## src/rtl/sonar_pkg.sv

```systemverilog
// Shared types and timing defaults for the ultrasonic ranging front end.
// Latency: n/a (declarations only).
// Backpressure: n/a.
package sonar_pkg;

  typedef enum logic [2:0] {
    IDLE      = 3'd0,
    TRIG      = 3'd1,
    WAIT_RISE = 3'd2,
    MEASURE   = 3'd3,
    DONE      = 3'd4,
    HOLDOFF   = 3'd5
  } state_t;

  // Defaults assume a 100 MHz clock
  localparam int TRIG_CYCLES_DEF      = 1000;     // 10 us trigger
  localparam int CYC_PER_INCH_DEF     = 14800;    // 148 us round trip per inch
  localparam int ECHO_WAIT_CYCLES_DEF = 3000000;  // 30 ms echo window
  localparam int HOLDOFF_CYCLES_DEF   = 6000000;  // 60 ms re-arm dead time

  localparam logic [7:0] INCH_MAX = 8'd255;

  // Counter width able to hold 0..n-1, never narrower than one bit
  function automatic int cnt_width(input int n);
    return (n > 1) ? $clog2(n) : 1;
  endfunction

endpackage

```

## src/rtl/sonar_echo_sync.sv

```systemverilog
// Two-flop synchronizer for an asynchronous level, plus edge detection.
// Latency: rise/fall pulse visible 2 clk after the raw edge is sampled.
// Backpressure: none; pulses are single-cycle and derived from flops only.
module sonar_echo_sync (
  input  logic clk,
  input  logic rst_n,
  input  logic async_in,
  output logic rise,
  output logic fall
);

  logic meta;
  logic sync;
  logic prev;

  // Metastability filter followed by a one-cycle history flop for edges
  always_ff @(posedge clk or negedge rst_n) begin
    if (!rst_n) begin
      meta <= 1'b0;
      sync <= 1'b0;
      prev <= 1'b0;
    end else begin
      meta <= async_in;
      sync <= meta;
      prev <= sync;
    end
  end

  // Both edges see the same delay, so pulse spacing equals raw pulse width
  assign rise = sync & ~prev;
  assign fall = ~sync & prev;

endmodule

```

## src/rtl/sonar_ranger.sv

```systemverilog
// Fires one trigger per start, times the echo and reports whole inches.
// Latency: valid 3 clk after raw echo fall; ready returns HOLDOFF_CYCLES+1 clk after valid.
// Backpressure: start only accepted while ready=1; starts while busy are dropped.
module sonar_ranger
  import sonar_pkg::*;
#(
  parameter int TRIG_CYCLES      = TRIG_CYCLES_DEF,
  parameter int CYC_PER_INCH     = CYC_PER_INCH_DEF,
  parameter int ECHO_WAIT_CYCLES = ECHO_WAIT_CYCLES_DEF,
  parameter int HOLDOFF_CYCLES   = HOLDOFF_CYCLES_DEF
) (
  input  logic       clk,
  input  logic       rst_n,
  input  logic       start,
  input  logic       sonar_echo,
  output logic       sonar_trigger,
  output logic [7:0] inches,
  output logic       timeout,
  output logic       valid,
  output logic       ready
);

  localparam int TW = cnt_width(TRIG_CYCLES);
  localparam int PW = cnt_width(CYC_PER_INCH);
  localparam int WW = cnt_width(ECHO_WAIT_CYCLES);
  localparam int HW = cnt_width(HOLDOFF_CYCLES);

  localparam logic [TW-1:0] TRIG_LAST = TW'(TRIG_CYCLES - 1);
  localparam logic [PW-1:0] PRE_LAST  = PW'(CYC_PER_INCH - 1);
  localparam logic [WW-1:0] WAIT_LAST = WW'(ECHO_WAIT_CYCLES - 1);
  localparam logic [HW-1:0] HOLD_LAST = HW'(HOLDOFF_CYCLES - 1);

  state_t        state;
  logic [TW-1:0] trig_cnt;
  logic [PW-1:0] presc;
  logic [WW-1:0] wait_cnt;
  logic [HW-1:0] hold_cnt;
  logic [7:0]    inch_cnt;
  logic          echo_rise;
  logic          echo_fall;
  logic          presc_wrap;

  sonar_echo_sync u_echo_sync (
    .clk      (clk),
    .rst_n    (rst_n),
    .async_in (sonar_echo),
    .rise     (echo_rise),
    .fall     (echo_fall)
  );

  // The cycle that carries the fall still counts toward the width
  assign presc_wrap = (presc == PRE_LAST);

  // Sequencer: trigger, echo window, width timing, result strobe, re-arm holdoff
  always_ff @(posedge clk or negedge rst_n) begin
    if (!rst_n) begin
      state         <= IDLE;
      sonar_trigger <= 1'b0;
      inches        <= '0;
      timeout       <= 1'b0;
      valid         <= 1'b0;
      ready         <= 1'b1;
      trig_cnt      <= '0;
      presc         <= '0;
      wait_cnt      <= '0;
      hold_cnt      <= '0;
      inch_cnt      <= '0;
    end else begin
      valid <= 1'b0;
      case (state)
        IDLE: begin
          if (start) begin
            state         <= TRIG;
            ready         <= 1'b0;
            sonar_trigger <= 1'b1;
            trig_cnt      <= '0;
          end
        end
        TRIG: begin
          if (trig_cnt == TRIG_LAST) begin
            sonar_trigger <= 1'b0;
            wait_cnt      <= '0;
            state         <= WAIT_RISE;
          end else begin
            trig_cnt <= trig_cnt + TW'(1);
          end
        end
        WAIT_RISE: begin
          if (echo_rise) begin
            presc    <= '0;
            inch_cnt <= '0;
            state    <= MEASURE;
          end else if (wait_cnt == WAIT_LAST) begin
            inches  <= INCH_MAX;
            timeout <= 1'b1;
            valid   <= 1'b1;
            state   <= DONE;
          end else begin
            wait_cnt <= wait_cnt + WW'(1);
          end
        end
        MEASURE: begin
          // A 256th inch cannot be reported, so over-range wins over a coincident fall
          if (presc_wrap && (inch_cnt == INCH_MAX)) begin
            inches  <= INCH_MAX;
            timeout <= 1'b1;
            valid   <= 1'b1;
            state   <= DONE;
          end else if (echo_fall) begin
            inches  <= inch_cnt + 8'(presc_wrap);
            timeout <= 1'b0;
            valid   <= 1'b1;
            state   <= DONE;
          end else if (presc_wrap) begin
            presc    <= '0;
            inch_cnt <= inch_cnt + 8'd1;
          end else begin
            presc <= presc + PW'(1);
          end
        end
        DONE: begin
          hold_cnt <= '0;
          state    <= HOLDOFF;
        end
        HOLDOFF: begin
          if (hold_cnt == HOLD_LAST) begin
            ready <= 1'b1;
            state <= IDLE;
          end else begin
            hold_cnt <= hold_cnt + HW'(1);
          end
        end
        default: begin
          sonar_trigger <= 1'b0;
          ready         <= 1'b1;
          state         <= IDLE;
        end
      endcase
    end
  end

endmodule
```

## config.mk

```make
export PLATFORM = sky130hd
export DESIGN_NAME = sonar_ranger
export DESIGN_NICKNAME = d
export VERILOG_FILES = /design/src/rtl/sonar_pkg.sv /design/src/rtl/sonar_echo_sync.sv /design/src/rtl/sonar_ranger.sv
export SDC_FILE = /design/constraint.sdc
export NUM_CORES = 1
export LEC_CHECK = 0
export CAP_MARGIN = 20
export CORE_ASPECT_RATIO = 0.7
export CORE_MARGIN = 2
export CORE_UTILIZATION = 60
export DETAILED_ROUTE_END_ITERATION = 8
export PLACE_DENSITY_LB_ADDON = 0.2
export REMOVE_ABC_BUFFERS = 1
export SLEW_MARGIN = 0
export SYNTH_ARGS = -nofsm -noshare
export SYNTH_HDL_FRONTEND = slang
export SYNTH_SLANG_ARGS = --single-unit
```

## constraint.sdc

```tcl
create_clock -name clk -period 5.2 [get_ports clk]
set_input_delay 0.52 -clock clk [delete_from_list [all_inputs] [get_ports clk]]
set_output_delay 0.52 -clock clk [all_outputs]
set_load 0.01 [all_outputs]
```

After elaboration in Yosys (flattened, before gate mapping)
Index checks and enable logic that the tools add are counted.

cells by class
  reduce and logical (&&, ||, !) cells = 17
  add/subtract/negate cells = 6
  equality and inequality tests = 24
  muxes and demuxes = 48
  bitwise operators = 6

operators with widths
  cell                   number
  $mux 22                3
  $mux 8                 8
  $mux 14                4
  $pmux 23 s2            1
  $pmux 22 s2            1
  $pmux 8 s2             2
  $pmux 14 s2            1
  $ne 2x2->1 const B     12
  $add 23x1->23 const B  1
  $eq 23x23->1 const B   1
  $mux 23                1
  $add 22x1->22 const B  1
  $eq 22x22->1 const B   1
  $mux 3                 7
  $mux 10                2
  $pmux 10 s2            1
  $pmux 3 s6             1
  $add 14x1->14 const B  1
  $eq 14x14->1 const B   1
  $mux 1                 12
  $reduce_and 4->1       3
  $add 10x1->10 const B  1
  $eq 10x10->1 const B   1
  $reduce_and 5->1       2
  other kinds (17)       32

storage, ports and cells
  logic and storage cells = 115
  input port bits = 4
  flip-flop bits (word level) = 95
  output and inout bits = 12

Longest topological paths before layout
Gate-level depths: netlist of run 1.

  depth in word-level cells = 5
  depth in mapped cells = 10
  gate-level depth less buffers = 9

Cells and area by module
Synthesis of run 1 repeated with hierarchy kept, for this count alone.

second synthesis, totals
  cell total of the unflattened synthesis = 576
  area, all modules = 5247.5 um^2

by module, submodules not included
  module           times used  sequential area each (um^2)  area an instance (um^2)  cells each
  sonar_ranger     1           2303.5                       5157.4                   571
  sonar_echo_sync  1           75.1                         90.1                     5

Worst setup path before layout of run 1
No wires, ideal clock.

  path type = flip-flop to flip-flop
  start point = reg wait_cnt[6]
  end point = reg state[0]
  stages on the path, launching flop included = 8
  required time = 5.072 ns
  path buffers = 1
  data arrival time = 1.966 ns
  library setup time = 0.128 ns
  path slack = 3.106 ns
  clock period less this slack = 2.094 ns
  path through = dfrtp_1 > or4b_1 > nor3_2 > nand2_1 > and3_1 > buf_6 > nor3_2 > mux2_1

between the ends
  word-level cells in the longest chain between the ends = 3

RTL lines
  item                               line                 text
  start: declaration                 sonar_ranger.sv:36   logic [WW-1:0] wait_cnt;
  start signal: assignment           sonar_ranger.sv:99   wait_cnt <= wait_cnt + WW'(1);
  $eq 22x22->1                       sonar_ranger.sv:93   end else if (wait_cnt == WAIT_LAST) begin
  $ne 3x3->1 (no source line)        --
  $reduce_and 5->1 (no source line)  --
  end signal: assignment             sonar_ranger.sv:92   state <= MEASURE;
  end signal: assignment             sonar_ranger.sv:97   state <= DONE;
  end signal: assignment             sonar_ranger.sv:108  state <= DONE;
  end: declaration                   sonar_ranger.sv:33   state_t state;

No other way between the ends.
A chain may end at the register's enable or synchronous reset.

Worst setup path in the final report of run 1
  start point = reg wait_cnt[0]
  end point = reg wait_cnt[14]

between the ends
  word-level cells in the longest chain between the ends = 4
  elaborated cells on any way between the ends = 7
  those cells by class = 1 x add/sub; 2 x eq/ne; 3 x mux; 1 x reduce/logical

RTL lines
  item           line                text
  $add 22x1->22  sonar_ranger.sv:99
  $mux 22        sonar_ranger.sv:93
  $mux 22        sonar_ranger.sv:89  if (echo_rise) begin
  $pmux 22 s2    sonar_ranger.sv:70  case (state)

Parallel ways exist; a longest one is shown, timed or not. The select of a mux whose other input is x is not followed.

==> results of run 1 <==
==> worst max-delay path: cells and delay by family, from the launching register on <==
family / cells / cell delay, ns
AO/OA/AOI/OAI: 3 / 1.18
AND/OR/NAND/NOR: 3 / 0.81
flip-flops: 1 / 0.40
adder cells (fa/ha/maj): 1 / 0.19
==> cell usage after synthesis, types with 4 or more instances <==
cell	number
inv_1	9
buf_2	7
a2bb2oi_1	6
a31oi_1	8
nand2b_1	10
ha_1	7
nand2_1	52
nor3_1	10
nand4_1	18
dfrtp_1	94
a21oi_1	17
nor2b_1	4
xnor2_1	18
nor3_2	5
nor4_1	5
and2_1	8
nand3_1	28
nor2_1	66
clkbuf_1	11
o21ai_0	53
or3_1	10
and4_1	6
and3_1	17
xor2_1	22
o31ai_1	11
==> power by group through the flow <==
stage                     Combinational (mW)  Clock, mW  Sequential, mW
after floorplan                        0.315          0           0.949
after global placement                 0.507          0           0.953
after detailed placement               0.524          0           0.958
after CTS                              0.530      0.674           0.946
after global routing                   0.588      0.707           0.965
final                                  0.531      0.657           0.949
==> stage by stage <==
stage,area [um^2],std cells,hold slack (ns),util [%]
after floorplan,5010,533,0.224,-
after global placement,5290,654,0.333,63.2
final,5590,669,0.143,66.8
after global routing,5590,669,0.175,66.8
after CTS,5590,669,0.163,66.8
after detailed placement,5290,654,0.337,63.2
==> metal layers <==
layer / track usage, % / wire length [um] / share of wire, % / vias up
li1: - / - / - / 2006
met1: 36.7 / 5400 / 48 / 2119
met2: 39.1 / 4980 / 45 / 142
met3: 7.39 / 704 / 6.3 / 13
met4: 6.83 / 98 / 0.88 / 0
met5: 0 / 0 / 0 / -
==> final cells by class <==
cell class                      instances  area (um^2)  area share, %
Tap cell                              105          131           2.35
Multi-Input combinational cell        429         2590           46.4
Timing Repair Buffer                   16          155           2.77
Clock buffer                           10          239           4.27
Clock inverter                          5         58.8           1.05
Inverter                                9         33.8          0.604
Sequential cell                        95         2380           42.5
==> cells by family (layout without fill, tap and decap cells) <==
| group | after synthesis | count (layout) | synth area share, % |
|---|---|---|---|
| buf+inv | 30 | 40 | 2.69 |
| simple gates | 258 | 258 | 26.5 |
| flops | 95 | 95 | 46.5 |
| xor+xnor | 40 | 40 | 6.85 |
| mux | 3 | 3 | 0.636 |
| fa+ha+maj | 7 | 7 | 1.71 |
| compound gates | 121 | 121 | 15.1 |
==> flip-flops by register name (all words and copies together) (netlist names), 3 cells and up <==
register / flops
hold_cnt: 23
wait_cnt: 22
presc: 14
trig_cnt: 10
inch_cnt: 8
inches: 8
state: 3
==> worst min-delay path by stage <==
stage / from / endpoint / slack (ns) / depth (start not counted)
2_1_floorplan: rst_n / hold_cnt[0] / 0.22 / 0
3_3_place_gp: u_echo_sync.meta / u_echo_sync.sync / 0.33 / 0
3_5_place_dp: u_echo_sync.meta / u_echo_sync.sync / 0.34 / 0
4_1_cts: rst_n / hold_cnt[10] / 0.16 / 1
5_1_grt: rst_n / hold_cnt[10] / 0.17 / 1
6_report: rst_n / hold_cnt[10] / 0.14 / 1
==> results.sh, run 1 <==
export IMPL_status="complete, no violations"
export IMPL_critPathCapture="wait_cnt[14]"
export IMPL_cts_root_buf="clkbuf_16"
export IMPL_grt_total_usage_pct=25.8
export IMPL_dp_hpwl_um=7560
export IMPL_syn_inst=554
export IMPL_post_cts_buffers=0
export IMPL_skew_ns=0.00415
export IMPL_nFillCells=658
export IMPL_cts_path_max_buffers=2
export IMPL_grt_pass1_vias=3979
export IMPL_nNetsFinal=571
export IMPL_ys_warn_count=0
export IMPL_synth_area_leaders="dfrtp_1 46%, o21ai_0 5.2%, nor2_1 4.8%"
export IMPL_overflow=0
export IMPL_die_area_um2=9280
export IMPL_setup_ws_ns=2.55
export IMPL_crit_start="wait_cnt[0]"
export IMPL_initial_core_util_pct=61.0
export IMPL_crit_chain="ha_1 > nand3_1 > nor4bb_1 > nand2_1 > a31oi_2 > o21ai_0 > a21oi_1"
export IMPL_p_int_mw=1.44
export IMPL_cts_tree="yes"
export IMPL_antenna_found_initial=0
export IMPL_p_comb_share_pct=24.9
export IMPL_grt_setup_unrepaired="no"
export IMPL_p_total_mw=2.14
export IMPL_worstPathRequired_ns=5.46
export IMPL_clk_pin_slew_worst_paths_ns=0.06
export IMPL_critPathArrivalTime_ns=2.91
export IMPL_final_cell_mix="94 x dfrtp_1, 66 x nor2_1, 53 x o21ai_0"
export IMPL_hold_buffers=0
export IMPL_fin_crit_ns=2.65
export IMPL_grt_pass1_wl_um=18800
export IMPL_first_iter_violations=332
export IMPL_net_switching_power_mw=0.702
export IMPL_drt_pass1_iter_count=5
export IMPL_syn_area_um2=5110
export IMPL_p_clk_share_pct=30.7
export IMPL_ant_nets=0
export IMPL_slowest_delay_ns=0.79
export IMPL_cp_end_kind="flop"
export IMPL_async_flop_share_pct=100
export IMPL_io_pins=16
export IMPL_cts_sinks=95
export IMPL_r2r_start="wait_cnt[0]"
export IMPL_switching_share_pct=32.8
export IMPL_yosys_area_top_type="dfrtp_1"
export IMPL_hp_class="in -> async"
export IMPL_cts_buffers=9
export IMPL_fp_dieW_um=114
export IMPL_criticalPathCategory="reg -> reg"
export IMPL_setup_viol=0
export IMPL_avgRoutedWirePerCell_um=16.7
export IMPL_ys_seq_elements=95
export IMPL_drive_gt1_share_pct=6.56
export IMPL_clk_latency_ns=0.34
export IMPL_ctsResizeCount=0
export IMPL_worstMarginPinSlew_ns=0.908
export IMPL_powerDensity_nw_per_um2=382
export IMPL_ff2ff_path_depth=7
export IMPL_synth_cell_types=62
export IMPL_mostFrequentLayoutCell="dfrtp_1"
export IMPL_num_antenna_cells=0
export IMPL_hold_viol=0
export IMPL_cts_max_level=3
export IMPL_r2r_end="wait_cnt[14]"
export IMPL_synth_top_area_share_pct=46.0
export IMPL_num_rows=28
export IMPL_peakVddDrop_mv=0.241
export IMPL_port_buffers=15
export IMPL_yosysSeqAreaShare_pct=46.5
export IMPL_gp_congestion=0.883
export IMPL_seq_power_share_pct=44.4
export IMPL_pre_cts_slack_ns=2.60
export IMPL_tns_ns=0
export IMPL_wl_um=11200
export IMPL_slew_violations=0
export IMPL_crit_path_max_fanout=24
export IMPL_crit_slowest_cell="a31oi_2"
export IMPL_slew_headroom_pct=38.9
export IMPL_reg2reg_slack_ns=2.55
export IMPL_via_per_inst=6.40
export IMPL_maxCapViolations=0
export IMPL_drc=0
export IMPL_critPathLaunchType="flop"
export IMPL_syn_avg_cell_area_um2=9.23
export IMPL_grt_max_degree=60
export IMPL_max_clock_freq_ghz=0.377
export IMPL_synth_edf_count=0
export IMPL_vias=4280
export IMPL_period_share_pct=51.0
export IMPL_synth_top_flop_cell="dfrtp_1"
export IMPL_die_h_um=81.2
export IMPL_p_leak_nw=2.33
export IMPL_core_area_um2=8370
export IMPL_area_delta_synth_final_pct=9.40
(Power assumes the default switching activity.)
==> run 2: changes to the inputs <==
--- a/config.mk
+++ b/config.mk
@@ -8,7 +8,7 @@
 export CAP_MARGIN = 20
 export CORE_ASPECT_RATIO = 0.7
 export CORE_MARGIN = 2
-export CORE_UTILIZATION = 60
+export CORE_UTILIZATION = 56
 export DETAILED_ROUTE_END_ITERATION = 8
 export PLACE_DENSITY_LB_ADDON = 0.2
 export REMOVE_ABC_BUFFERS = 1
==> constraint.sdc (replaced) <==
create_clock -name clk -period 2.2 [get_ports clk]
set_input_delay 0.22 -clock clk [delete_from_list [all_inputs] [get_ports clk]]
set_output_delay 0.22 -clock clk [all_outputs]
set_load 0.01 [all_outputs]
==> run 2 against run 1 <==
Effect of this change:
- clock skew rose by 0.0029 ns
- global-route usage fell by 0.63 points
- wire length rose by 4.1%
- die area rose by 6.8%
- flip-flop and latch count did not move
- core utilization rose by 0.72 points
- worst hold slack improved by 0.17 ns
- worst setup slack got worse by 2.5 ns
- critical path depth rose by 1
- final area rose by 8.2%
- combinational power rose to 2.9 times the previous value
- sequential share of layout area fell by 3.2 points
- largest power group unchanged
==> results.sh, run 2 (synthesis gave the netlist of run 1 again) <==
export IMPL_drive_gt1_share_pct=15.2
export IMPL_setup_viol=0
export IMPL_ant_nets=0
export IMPL_vias=4330
export IMPL_powerDensity_nw_per_um2=882
export IMPL_switching_share_pct=32.2
export IMPL_die_area_um2=9920
export IMPL_cts_max_level=3
export IMPL_cts_path_max_buffers=2
export IMPL_cts_tree="yes"
export IMPL_mostFrequentLayoutCell="dfrtp_1"
export IMPL_hold_viol=0
export IMPL_reg2reg_slack_ns=0.08
export IMPL_largest_reg_flops=23
export IMPL_cts_buffers=9
export IMPL_p_total_mw=5.33
export IMPL_p_comb_share_pct=28.5
export IMPL_p_leak_nw=2.60
export IMPL_clk_latency_ns=0.35
export IMPL_worstPathRequired_ns=2.48
export IMPL_period_share_pct=96.3
export IMPL_maxCapViolations=0
export IMPL_peakVddDrop_mv=0.591
export IMPL_clk_pin_slew_worst_paths_ns=0.06
export IMPL_grt_setup_unrepaired="yes"
export IMPL_p_clk_share_pct=30.0
export IMPL_area_delta_synth_final_pct=18.4
export IMPL_cts_sinks=95
export IMPL_p_int_mw=3.62
export IMPL_crit_path_max_fanout=24
export IMPL_seq_power_share_pct=41.6
export IMPL_grt_total_usage_pct=25.2
export IMPL_antenna_found_initial=0
export IMPL_grt_max_degree=44
export IMPL_status="complete, no violations"
export IMPL_max_clock_freq_ghz=0.472
export IMPL_nNetsFinal=617
export IMPL_hold_start="sonar_echo"
export IMPL_num_antenna_cells=0
export IMPL_overflow=0
export IMPL_critPathLaunchType="flop"
export IMPL_reg_largest_list="hold_cnt: 23 flops, wait_cnt: 22 flops, presc: 14 flops"
export IMPL_net_switching_power_mw=1.72
export IMPL_num_rows=29
export IMPL_tns_ns=0
export IMPL_largest_register="hold_cnt"
export IMPL_grt_pass1_wl_um=20200
export IMPL_io_pins=16
export IMPL_hold_end="u_echo_sync.meta"
export IMPL_ff2ff_path_depth=8
export IMPL_pre_cts_slack_ns=0.0865
export IMPL_cts_root_buf="clkbuf_16"
export IMPL_drt_pass1_iter_count=5
export IMPL_first_iter_violations=240
export IMPL_final_cell_mix="93 x dfrtp_1, 66 x nor2_1, 53 x o21ai_0"
export IMPL_gp_congestion=0.854
export IMPL_setup_ws_ns=0.0819
export IMPL_die_h_um=83.9
export IMPL_via_per_inst=5.89
export IMPL_slew_violations=0
export IMPL_r2r_end="wait_cnt[16]"
export IMPL_slew_headroom_pct=62.0
export IMPL_skew_ns=0.00709
export IMPL_cp_end_kind="flop"
export IMPL_worstMarginPinSlew_ns=0.571
export IMPL_initial_core_util_pct=57.0
export IMPL_dp_hpwl_um=8150
export IMPL_drc=0
export IMPL_grt_pass1_vias=4219
export IMPL_fin_crit_ns=2.12
export IMPL_criticalPathCategory="reg -> reg"
export IMPL_fp_dieW_um=118
export IMPL_r2r_start="trig_cnt[1]"
export IMPL_hp_class="in -> reg"
export IMPL_wl_um=11600
export IMPL_critPathArrivalTime_ns=2.40
export IMPL_port_buffers=15
export IMPL_min_path_cells=1
export IMPL_avgRoutedWirePerCell_um=15.8
export IMPL_core_area_um2=8960
[run 2: cell types whose count changed in the layout (fill, tap and decap cells not counted), sizes merged]
cell / change
clkbuf: +3
buf: +45
dlygate4sd3: +1
clkinvlp: -1
clkinv: -1
[run 2: worst max path at each step]
stage | startpoint | to | slack (ns) | cells past startpoint
detailed placement | trig_cnt[1] | wait_cnt[16] | 0.09 | 8
global placement | trig_cnt[0] | state[0] | 0.17 | 9
CTS | trig_cnt[1] | wait_cnt[16] | 0.06 | 8
global route | wait_cnt[0] | state[0] | -0.02 | 8
floorplan | trig_cnt[0] | wait_cnt[12] | 0.02 | 7
finish | trig_cnt[1] | wait_cnt[16] | 0.08 | 8
[run 2: timing repair]
item,4_1_cts,5_1_grt
buffers inserted,0,1
hold endpoints to repair,41,0
hold buffers,1,0
endpoints found under the setup margin,0,15
resized for setup,0,13
[run 2: metal layers]
metal | GRT usage [%] | share of wire (%) | up-vias
li1 | - | - | 2095
met1 | 36.1 | 48 | 2122
met2 | 38.3 | 45 | 101
met3 | 6.35 | 5.4 | 12
met4 | 6.68 | 1.0 | 0
met5 | 0 | 0 | -
[run 2: worst max-delay path, cell delays in order (launching register included)]
cell,delay (ns)
dfrtp_1,0.36
ha_2,0.19
nand2_2,0.06
or4_4,0.56
nor2_4,0.11
a31oi_2,0.06
buf_12,0.19
or3_4,0.37
a21oi_2,0.15
[run 2: cell type report]
type | count | area (um^2)
clock buffer | 13 | 260
clock inverter | 3 | 42.5
fill | 753 | 2910
inverter | 9 | 33.8
multi-input combinational | 429 | 2650
sequential | 95 | 2380
tap | 124 | 155
timing repair buffer | 62 | 528
[run 2: stage by stage]
step,area (um^2),hold WS [ns],instances,util [%]
4_1_cts,5990,0.309,734,66.8
3_3_place_gp,5670,0.255,717,63.3
6_report,6050,0.315,735,67.5
2_1_floorplan,5010,-0.0756,533,-
5_1_grt,6050,0.320,735,67.5
3_5_place_dp,5670,0.257,717,63.3
[run 2: power by group through the flow]
stage               clock, mW  combinational [mW]  sequential, mW
finish                   1.60                1.52            2.22
global route             1.71                1.69            2.25
CTS                      1.63                1.49            2.21
detailed placement          0                1.48            2.24
global placement            0                1.42            2.23
floorplan                   0               0.744            2.24
